`src/rtl/noc_flit_injector.sv`:
```
// Transmit end of the credit-based router link: serialises AXI-Stream beats
// into flits and issues one flit per cycle only while a downstream credit is held.
module noc_flit_injector #(
    parameter int TDATA_WIDTH          = 128,
    parameter int SERIALIZATION_FACTOR = 2,
    parameter int FLIT_WIDTH           = TDATA_WIDTH / SERIALIZATION_FACTOR,
    parameter int DEST_WIDTH           = 6,
    parameter int FLIT_BUFFER_DEPTH    = 8,
    parameter int CREDIT_WIDTH         = $clog2(FLIT_BUFFER_DEPTH + 1)
) (
    input  logic                    clk_noc,
    input  logic                    rst_noc_sync,
    input  logic                    axis_tvalid,
    output logic                    axis_tready,
    input  logic [TDATA_WIDTH-1:0]  axis_tdata,
    input  logic                    axis_tlast,
    input  logic [DEST_WIDTH-1:0]   axis_tdest,
    output logic [FLIT_WIDTH-1:0]   data_out,
    output logic [DEST_WIDTH-1:0]   dest_out,
    output logic                    is_tail_out,
    output logic                    send_out,
    input  logic                    credit_in,
    output logic [CREDIT_WIDTH-1:0] credit_count,
    output logic                    credit_overflow
);

    localparam int IDX_WIDTH = (SERIALIZATION_FACTOR > 1) ? $clog2(SERIALIZATION_FACTOR) : 1;
    localparam logic [IDX_WIDTH-1:0]    LAST_IDX     = IDX_WIDTH'(SERIALIZATION_FACTOR - 1);
    localparam logic [CREDIT_WIDTH-1:0] FULL_CREDITS = CREDIT_WIDTH'(FLIT_BUFFER_DEPTH);

    typedef enum logic {IDLE, SERIALIZE} state_t;

    state_t                  state, state_next;
    logic                    buf_valid;
    logic [TDATA_WIDTH-1:0]  buf_data;
    logic [DEST_WIDTH-1:0]   buf_dest;
    logic                    buf_last;
    logic [IDX_WIDTH-1:0]    flit_idx;
    logic                    issue, last_issue, accept;
    logic [CREDIT_WIDTH-1:0] credit_next;
    logic                    overflow_hit;

    assign buf_valid = (state == SERIALIZE);

    always_ff @(posedge clk_noc) begin
        if (rst_noc_sync) state <= IDLE;
        else              state <= state_next;
    end

    // A new beat may land in the same cycle the previous one drains its last flit.
    always_comb begin
        state_next = state;
        if (accept)          state_next = SERIALIZE;
        else if (last_issue) state_next = IDLE;
    end

    always_comb begin
        issue       = buf_valid && (credit_count != '0);
        last_issue  = issue && (flit_idx == LAST_IDX);
        axis_tready = !rst_noc_sync && (!buf_valid || last_issue);
        accept      = axis_tvalid && axis_tready;
    end

    always_ff @(posedge clk_noc) begin
        if (rst_noc_sync) begin
            send_out    <= 1'b0;
            data_out    <= '0;
            dest_out    <= '0;
            is_tail_out <= 1'b0;
            buf_data    <= '0;
            buf_dest    <= '0;
            buf_last    <= 1'b0;
            flit_idx    <= '0;
        end else begin
            send_out <= issue;
            if (issue) begin
                data_out    <= buf_data[int'(flit_idx) * FLIT_WIDTH +: FLIT_WIDTH];
                dest_out    <= buf_dest;
                is_tail_out <= buf_last && (flit_idx == LAST_IDX);
                flit_idx    <= (flit_idx == LAST_IDX) ? '0 : flit_idx + 1'b1;
            end
            if (accept) begin
                buf_data <= axis_tdata;
                buf_dest <= axis_tdest;
                buf_last <= axis_tlast;
                flit_idx <= '0;
            end
        end
    end

    // A credit returned while already full cannot be stored: saturate and flag it.
    always_comb begin
        credit_next  = credit_count;
        overflow_hit = 1'b0;
        if (issue && !credit_in) begin
            credit_next = credit_count - 1'b1;
        end else if (credit_in && !issue) begin
            if (credit_count == FULL_CREDITS) overflow_hit = 1'b1;
            else                              credit_next  = credit_count + 1'b1;
        end
    end

    always_ff @(posedge clk_noc) begin
        if (rst_noc_sync) begin
            credit_count    <= FULL_CREDITS;
            credit_overflow <= 1'b0;
        end else begin
            credit_count <= credit_next;
            if (overflow_hit) credit_overflow <= 1'b1;
        end
    end

endmodule

```
`config.mk`:
```
export PLATFORM = sky130hd
export DESIGN_NAME = noc_flit_injector
export DESIGN_NICKNAME = d
export VERILOG_FILES = /design/src/rtl/noc_flit_injector.sv
export SDC_FILE = /design/constraint.sdc
export NUM_CORES = 1
export LEC_CHECK = 0
export BUFFER_PORTS_ARGS = -buffer_cell sky130_fd_sc_hd__buf_2
export CORE_MARGIN = 2
export CORE_UTILIZATION = 30
export DETAILED_ROUTE_END_ITERATION = 6
export HOLD_SLACK_MARGIN = 0.05
export PLACE_DENSITY = 0.48
export SLEW_MARGIN = 40
export SYNTH_ARGS = -nofsm -noshare
export SYNTH_HDL_FRONTEND = slang
export SYNTH_SLANG_ARGS = --single-unit
```
`constraint.sdc`:
```
create_clock -name clk_noc -period 9.2 [get_ports clk_noc]
set_input_delay 1.84 -clock clk_noc [delete_from_list [all_inputs] [get_ports clk_noc]]
set_output_delay 1.84 -clock clk_noc [all_outputs]
set_load 0.02 [all_outputs]
```
==> reports/qor.yml, run 1 <==
first_iter_violations: 275
power_leakage_nw: 4.49
cts_tree: "done"
yosysMostFrequentCell: "dfxtp_1"
start_kind: "input port"
wl_per_cell_um: 14.9
gp_congestion: 0.671
crit_path_top_delay_cell: "buf_8"
crit_type: "in2out"
synth_area_leader_cell: "dfxtp_1"
grt-ovfl-total: 0
grt_pass1_vias: 5949
clockBufferDepth: 3
slew_headroom_pct: 50.8
io_buffer_count: 216
worst_pin_slew_ns: 0.738
insertion_delay_ns: 0.51
netlist-cell-type-count: 29
setup_viol: 0
finalNetCount: 1140
outcome: "complete, no violations"
post-route-min-period_ns: 4.20
fin_util_pct: 38.5
antenna_found_initial: 3
rows: 60
period_share_pct: 45.6
path_cells: "buf_8 > nor2_1 > buf_2"
die-area_sq_mm: 0.0287
via_per_inst: 4.56
syn_to_final_growth_pct: 26.4
cp_slowest_stage_delay_ns: 0.26
place_inst: 1310
core_area_sq_mm: 0.0270
die_x_um: 169
netlist_top_cells_area: "dfxtp_1 (52%), mux2i_1 (24%), nor2_1 (9.4%)"
async_flop_share_pct: 0
yosysWarnings: 0
required_ns: 7.36
cp-end-kind: "output pin"
layout-drive-gt1-share_pct: 26.4
remaining_drc_errors: 0
ys_dominant_reg_cell: "dfxtp_1"
num_io_pins: 217
postRouteAntennaNets: 0
die_y_um: 169
ys_top_cells_by_count: "dfxtp_1 (214), nor2_1 (206), mux2i_1 (199), a211oi_1 (64), clkbuf_1 (44)"
synth_edf_count: 0
cts_resized: 0
hold_viol: 0
vdd_drop_max_mv: 0.119
crit_path_max_fanout: 44
drt-pass1-iter-count: 4
hold_ws_ns: 0.448
synthesis.area_sq_mm: 0.00821
grt_usage_pct: 13.7
clock-root-buffer: "clkbuf_16"
synth.top_cell.area_share_pct: 52.2
rsz0062_at_grt: "false"
netlist_instances: 810
drv_slew: 0
tns_ns: 0
htreeDepth: 1
syn_avg_cell_area_sq_um: 10.1
clock-sinks: 214
syn_nets: 953
numCtsBuffers: 25
cts_hold_buf: 0
p_per_area_mw_per_mm2: 227
grt_pass1_wl_um: 32200
arrival_ns: 2.36
fmax_mhz: 238
initial_core_util_pct: 30.5
ys_seq_area_share_pct: 52.2
via_count: 6186
ys_ff_latch: 214
instances_no_fill: 1357
post_cts_buffers: 0
fin_skew_ns: 0.00926
drt_wl_total_um: 20300
drv_cap: 0
hold_class: "reg2reg"
grt_max_degree: 129
path_clk_slew_ns: 0.06
dp_hpwl_um: 13000
==> critical path, delay by kind of cell <==
kind,cells,cell delay (ns)
buffers and inverters,2,0.43
and+or+nand+nor,1,0.08
==> logic make-up (layout without fill, tap and decap cells) <==
family / after synthesis / count (layout) / synth area share, %
and+or+nand+nor: 236 / 236 / 11.4
muxes: 199 / 199 / 24.3
xor gates and xnor gates: 3 / 3 / 0.320
other: 0 / 2 / 0
DFF: 214 / 214 / 52.2
adders and majority gates: 4 / 4 / 0.609
buffers and inverters: 67 / 271 / 3.82
AOI/OAI and AO/OA: 87 / 87 / 7.40
==> area by class of cell <==
| class | count | area, sq um |
|---|---|---|
| clock inverter | 5 | 75.1 |
| antenna | 2 | 5.00 |
| fill | 2796 | 16600 |
| tap | 341 | 427 |
| timing repair buffer | 224 | 1190 |
| sequential | 214 | 4290 |
| inverter | 3 | 11.3 |
| multi-input combinational | 529 | 3630 |
| clock buffer | 39 | 758 |
==> worst paths after layout <==
kind,startpoint,to,slack (ns),cells after the start
worst max-delay path,rst_noc_sync,axis_tready,5.00,3
worst min-delay path,buf_dest[4]$_SDFFE_PP0P_,dest_out[4]$_SDFFE_PP0N_,0.45,2
worst max register to register,credit_count[1]$_SDFFE_PP0P_,credit_count[3]$_SDFFE_PP1P_,6.07,7
worst min register to register,buf_dest[4]$_SDFFE_PP0P_,dest_out[4]$_SDFFE_PP0N_,0.45,2
==> layout by cell type (no fill, tap or decap), types with 2 or more instances in the layout <==
cell type / synthesis / layout
ha_1: 4 / 4
nor3b_1: 2 / 2
o21ai_0: 6 / 6
clkbuf_8: 0 / 8
or4b_2: 2 / 2
buf_6: 6 / 3
xor2_1: 2 / 2
nor2_1: 206 / 206
clkbuf_1: 44 / 6
nor2b_1: 3 / 3
a211oi_1: 64 / 64
buf_2: 14 / 215
clkinv_2: 0 / 3
mux2i_1: 199 / 199
bufinv_16: 0 / 2
diode_2: 0 / 2
a31oi_1: 2 / 2
clkbuf_16: 0 / 25
buf_4: 0 / 3
a21oi_1: 12 / 12
nand2_1: 16 / 16
dfxtp_1: 214 / 213
inv_1: 2 / 2
==> per-stage QoR <==
stage / power, mW / cell area, sq um / worst slack (ns)
floorplan: 1.28 / 8210 / 4.55
detailed placement: 1.39 / 9520 / 4.59
global placement: 1.38 / 9480 / 4.43
CTS: 2.40 / 10400 / 4.59
global route: 2.47 / 10400 / 4.93
finish: 2.35 / 10400 / 5.00
==> flip-flops by register name, indices dropped and copies added, names as in the netlist, 4 cells and up <==
| signal | cells |
|---|---|
| buf_data | 128 |
| data_out | 64 |
| buf_dest | 6 |
| dest_out | 6 |
| credit_count | 4 |
==> layer usage <==
layer	vias to the layer above	GRT usage, %	share of wire, %
met5	-	0	0.17
met4	6	2.71	1.3
met3	27	5.41	9.0
met2	167	20.7	42
met1	2813	18.7	48
li1	3173	-	-
==> where the power goes <==
part	internal, mW	switching (mW)
Sequential	0.999	0.0403
Combinational	0.140	0.182
Clock	0.617	0.375
Power figures use the tool's default switching activity.
==> run 2, diff against run 1 <==
PLACE_DENSITY = 0.5   (was 0.48)
clock period = 3.6 ns   (was 9.2 ns; I/O delays follow)
==> run 2 against run 1 <==
Net effect:
- combinational power rose to 2.6 times the previous value
- clock power up 140%
- worst setup slack worse by 4.1 ns
- non-clock buffer count up 1
- flip-flop and latch count unchanged
- sequential power rose to 2.6 times the previous value
- cell count about the same
- utilization down 0.18 points
- design area down 0.46%
- global-route usage down 0.072 points
==> reports/qor.yml, run 2 (same netlist as run 1, synthesis figures left out) <==
vdd_drop_max_mv: 0.340  # +180%
clock-root-buffer: "clkbuf_16"
p_per_area_mw_per_mm2: 567  # +150%
num_io_pins: 217  # unchanged
crit_type: "reg2out"
post_cts_buffers: 0  # unchanged
top_register: "buf_data"
rsz0062_at_grt: "false"
grt_pass1_wl_um: 31800  # -1.1%
drt-pass1-iter-count: 4  # unchanged
power_leakage_nw: 4.47  # -0.51%
endpoint: "axis_tready"
crit_path_top_delay_cell: "or4_4"
final_area_sq_mm: 0.0103  # -0.46%
cts_hold_buf: 0  # unchanged
via_count: 6090  # -1.6%
path_clk_slew_ns: 0.05  # about the same
p_clk_share_pct: 40.5  # -1.6 points
antenna_found_initial: 2  # -1
drt_wl_total_um: 20200  # -0.61%
path_cells: "or4_4 > a21boi_0 > nor2_1 > buf_2"
r2r-start: "credit_count[0]$_SDFFE_PP0P_"
layout_common_cells: "buf_2 (215), dfxtp_1 (213), nor2_1 (206), mux2i_1 (199), a211oi_1 (64)"
netSwitchingFraction_pct: 26.2  # +0.87 points
r2r_end: "credit_count[2]$_SDFFE_PP0P_"
clock-sinks: 214  # unchanged
cp-end-kind: "output pin"
fmax_mhz: 365
largest_reg_flops: 128  # unchanged
placedInstanceArea_sq_mm: 0.00955  # +0.32%
die_y_um: 169  # unchanged
required_ns: 2.88  # -4.48 ns
top_regs: "buf_data (128), data_out (64)"
tns_ns: 0  # unchanged
grt_pass1_vias: 5921  # -0.47%
crit_path_max_fanout: 9  # -80%
dp_hpwl_um: 13000  # -0.67%
finalNetCount: 1141  # +0.088%
period_share_pct: 76.2
worst_pin_slew_ns: 0.838  # +0.100 ns
cp_slowest_stage_delay_ns: 0.56  # +0.30 ns
die-area_sq_mm: 0.0287  # unchanged
final_common_cell: "buf_2"
ff2ff_path_depth: 9  # +2
grt_max_degree: 98  # -24%
grt_usage_pct: 13.7  # -0.072 points
fin_skew_ns: 0.0142  # +0.00493 ns
slew_headroom_pct: 44.1  # -6.7 points
cts_resized: 0  # unchanged
setup_viol: 0  # unchanged
outcome: "complete, no violations"
hold_class: "in2reg"
start_kind: "register"
rrSetupSlack_ns: 0.92  # -5.15 ns
seq_power_share_pct: 45.3  # +1.1 points
gp_congestion: 0.717  # +6.8%
rows: 60  # unchanged
p_sw_mw: 1.54  # +160%
post-route-min-period_ns: 2.74
cts_tree: "done"
drv_slew: 0  # unchanged
hold_ws_ns: 0.433  # -0.0153 ns
numCtsBuffers: 25  # unchanged
first_iter_violations: 248  # -9.8%
clockBufferDepth: 3  # unchanged
core_area_sq_mm: 0.0270  # unchanged
startpoint: "credit_count[0]$_SDFFE_PP0P_"
comb_power_share_pct: 14.2  # +0.5 points
postRouteAntennaNets: 0  # unchanged
grt-ovfl-total: 0  # unchanged
die_x_um: 169  # unchanged
arrival_ns: 2.02  # -0.34 ns
hold_viol: 0  # unchanged
p_int_mw: 4.33  # +150%
wl_per_cell_um: 14.9  # -0.53%
insertion_delay_ns: 0.52  # about the same
htreeDepth: 1  # unchanged
via_per_inst: 4.49  # -1.5%
io_buffer_count: 216  # unchanged
initial_core_util_pct: 30.5  # unchanged
drv_cap: 0  # unchanged
syn_to_final_growth_pct: 25.9
remaining_drc_errors: 0  # unchanged
layout-drive-gt1-share_pct: 26.3  # -0.099 points
-- run 2: worst max-delay path, delay by kind of cell (launching register included) --
kind / cells / cell delay [ns]
AO/OA/AOI/OAI: 1 / 0.28
AND/OR/NAND/NOR: 2 / 0.63
buffers and inverters: 1 / 0.20
flip-flops: 1 / 0.38
-- run 2: worst min path at each step --
stage	startpoint	endpoint	slack, ns	depth (start not counted)
after floorplan	buf_dest[0]$_SDFFE_PP0P_	dest_out[0]$_SDFFE_PP0N_	0.43	2
after global placement	is_tail_out$_SDFFE_PP0N_	is_tail_out$_SDFFE_PP0N_	0.44	2
after detailed placement	dest_out[0]$_SDFFE_PP0N_	dest_out[0]$_SDFFE_PP0N_	0.44	2
after CTS	axis_tdata[13]	buf_data[13]$_SDFFE_PP0P_	0.41	3
after global routing	axis_tdata[96]	buf_data[96]$_SDFFE_PP0P_	0.42	3
final	axis_tdata[79]	buf_data[79]$_SDFFE_PP0P_	0.43	3
-- run 2: final cells by class --
type	instances	area (sq um)
sequential	214	4290
clock buffer	35	693
inverter	3	11.3
tap	341	427
multi-input combinational	529	3630
fill	2738	16600
antenna	1	2.50
timing repair buffer	225	1220
clock inverter	8	72.6
-- run 2: per-layer routing --
layer,global-route usage [%],share of wire [%],up-vias
met5,0,0.065,-
met1,17.4,46,2724
met2,21.6,43,163
met4,3.98,2.3,2
met3,5.13,8.8,32
li1,-,-,3169
-- run 2: power groups by stage --
stage	logic [mW]	clock network, mW	registers (mW)
after floorplan	0.515	0	2.77
after global placement	0.834	0	2.71
after detailed placement	0.840	0	2.71
after CTS	0.842	2.48	2.66
after global routing	0.922	2.57	2.68
final	0.830	2.38	2.66
-- run 2: metrics by stage --
| stage | cells | utilization [%] | total power, mW | worst slack (ns) |
|---|---|---|---|---|
| 3_3_place_gp | 1311 | 35.4 | 3.54 | 0.970 |
| 3_5_place_dp | 1311 | 35.4 | 3.55 | 0.935 |
| 4_1_cts | 1354 | 38.3 | 5.98 | 0.827 |
| 6_report | 1356 | 38.4 | 5.86 | 0.857 |
| 5_1_grt | 1355 | 38.3 | 6.18 | 0.712 |
| 2_1_floorplan | 810 | - | 3.28 | 0.533 |
==> run 3, diff against run 2 <==
ABC_AREA = 1   (was unset)
PLACE_DENSITY = 0.49   (was 0.5)
clock period = 2.4 ns   (was 3.6 ns; I/O delays follow)
==> run 3 against run 2 <==
Net effect:
- sequential share of layout area fell by 4.0 points
- worst setup slack got worse by 0.62 ns
- hold slack got worse by 0.23 ns
- total power rose by 58%
- die area rose by 15%
- largest cell class unchanged
==> reports/qor.yml, run 3 <==
crit_path_top_delay_cell: "dfxtp_1"
top_regs: "buf_data (128), data_out (64)"
grt_max_degree: 149  # +52%
hold_class: "in2reg"
cp-end-kind: "output pin"
remaining_drc_errors: 0  # unchanged
synthesis.area_sq_mm: 0.00945  # +15%
antenna_found_initial: 1  # -1
synth_edf_count: 0  # unchanged
rows: 64  # +6.7%
path_cells: "nor2_2 > nand2_2 > nand3_2 > a21oi_1 > buf_2"
fin_util_pct: 37.1  # -1.2 points
synth_area_leader_cell: "dfxtp_1"
clock-sinks: 214  # unchanged
async_flop_share_pct: 0  # unchanged
die-area_sq_mm: 0.0329  # +15%
drv_cap: 0  # unchanged
core_area_sq_mm: 0.0308  # +14%
via_per_inst: 4.52  # +0.61%
worst_pin_slew_ns: 0.749  # -0.0889 ns
ys_top_cells_by_count: "nand2_1 (474), dfxtp_1 (214), nor2_1 (145), inv_1 (144), nand4_1 (137)"
path_clk_slew_ns: 0.06  # about the same
grt_pass1_vias: 8584  # +45%
wl_per_cell_um: 14.4  # -3.3%
cp_slowest_stage_delay_ns: 0.44  # -0.12 ns
htreeDepth: 1  # unchanged
clockBufferDepth: 3  # unchanged
placedInstanceArea_sq_mm: 0.0107  # +12%
postRouteAntennaNets: 0  # unchanged
tns_ns: 0  # unchanged
drt_wl_total_um: 28100  # +39%
final_area_sq_mm: 0.0114  # +11%
fmax_mhz: 462
grt-ovfl-total: 0  # unchanged
fin_skew_ns: 0.0182  # +0.00403 ns
ys_dominant_reg_cell: "dfxtp_1"
netlist_instances: 1396  # +72%
critPathTopFamily: "flip-flops"
outcome: "complete, no violations"
clock-root-buffer: "clkbuf_16"
first_iter_violations: 515  # +110%
synth.top_cell.area_share_pct: 45.3  # -6.8 points
die_x_um: 182  # +7.1%
post-route-min-period_ns: 2.16
top_register: "buf_data"
ys_ff_latch: 214  # unchanged
cp_num_buf_inv: 1  # unchanged
setup_viol: 0  # unchanged
start_kind: "register"
period_share_pct: 90.2
numCtsBuffers: 25  # unchanged
cts_resized: 0  # unchanged
syn_to_final_growth_pct: 21.1
netlist_top_cells_area: "dfxtp_1 (45%), nand2_1 (19%), nand4_1 (9.1%)"
power_leakage_nw: 5.29  # +19%
hold_viol: 0  # unchanged
cts_tree: "done"
syn_nets: 1539  # +61%
syn_avg_cell_area_sq_um: 6.77  # -33%
ys_seq_area_share_pct: 45.3  # -6.8 points
drt-pass1-iter-count: 4  # unchanged
drv_slew: 0  # unchanged
post_cts_buffers: 0  # unchanged
grt_usage_pct: 16.8  # +3.1 points
arrival_ns: 1.68  # -0.34 ns
dp_hpwl_um: 16000  # +24%
cts_hold_buf: 0  # unchanged
yosysMostFrequentCell: "nand2_1"
largest_reg_flops: 128  # unchanged
vdd_drop_max_mv: 0.399  # +17%
grt_pass1_wl_um: 45800  # +44%
gp_congestion: 0.771  # +7.5%
p_per_area_mw_per_mm2: 810  # +43%
crit_type: "reg2out"
yosysWarnings: 0  # unchanged
total_power_mw: 9.27  # +58%
insertion_delay_ns: 0.52  # about the same
netlist-cell-type-count: 22  # -24%
final_common_cell: "nand2_1"
finalNetCount: 1681  # +47%
via_count: 8816  # +45%
io_buffer_count: 216  # unchanged
layout_common_cells: "nand2_1 (473), buf_2 (214), dfxtp_1 (213), nor2_1 (145), inv_1 (144)"
crit_path_max_fanout: 6  # -3
initial_core_util_pct: 30.7  # +0.19 points
num_io_pins: 217  # unchanged
rsz0062_at_grt: "false"
die_y_um: 182  # +7.1%
required_ns: 1.92  # -0.96 ns
layout-drive-gt1-share_pct: 17.1  # -9.2 points
slew_headroom_pct: 50.1  # +5.9 points
## run 3: changes by cell type in the layout (fill, tap and decap cells not counted), moves of 3 or more
cell      change
nand2_1     +457
nand4_1     +137
o21ai_0      +68
clkinv_2      -5
clkbuf_1      +7
a211oi_1     -64
mux2i_1     -199
nor2b_1       -3
a21oi_1      +62
nor2_1       -61
inv_1       +142
nand3_1       +4
## run 3: through the flow
stage | hold slack (ns) | setup WS, ns | cells
after global routing | 0.203 | 0.116 | 1950
after CTS | 0.183 | 0.229 | 1950
after floorplan | 0.430 | 0.299 | 1396
final | 0.202 | 0.235 | 1951
after detailed placement | 0.445 | 0.460 | 1907
after global placement | 0.440 | 0.502 | 1907
## run 3: cell families after synthesis
group | count (synthesis) | synth area share (%)
AOI/OAI and AO/OA | 149 | 7.92
xor gates and xnor gates | 2 | 0.185
adders and majority gates | 4 | 0.529
buffers and inverters | 259 | 11.7
DFF | 214 | 45.3
and+or+nand+nor | 768 | 34.4
## run 3: path summary, 6_finish.rpt
path | start | endpoint | slack (ns) | cells past startpoint
max | credit_count[0]$_SDFFE_PP0P_ | axis_tready | 0.24 | 5
max reg2reg | credit_count[0]$_SDFFE_PP0P_ | data_out[21]$_SDFFE_PP0N_ | 0.42 | 7
min | axis_tdata[37] | buf_data[37]$_SDFFE_PP0P_ | 0.20 | 3
min reg2reg | buf_dest[5]$_SDFFE_PP0P_ | dest_out[5]$_SDFFE_PP0N_ | 0.45 | 2
## run 3: routing by layer
layer  GRT usage [%]  vias up  part of all wire (%)
met3            2.45       38                   4.3
met5               0        -                     0
li1                -     4693                     -
met2            27.0      176                    44
met4            4.26        0                   1.9
met1            23.7     3909                    50
## run 3: worst min-delay path, delay by kind of cell
kind                   cells  cell delay, ns
and+or+nand+nor            2            0.13
buffers and inverters      1            0.08
## run 3: report_power, final
group / switching (mW) / internal, mW / total [mW]
Sequential: 0.161 / 3.85 / 4.01
Combinational: 1.17 / 0.532 / 1.71
Clock: 1.46 / 2.10 / 3.56
## run 3: final cells by class
type / instances / area (sq um)
antenna: 1 / 2.50
clock buffer: 41 / 706
clock inverter: 2 / 38.8
fill: 3377 / 19400
inverter: 146 / 551
multi-input combinational: 923 / 4090
sequential: 214 / 4290
tap: 396 / 495
timing repair buffer: 228 / 1270
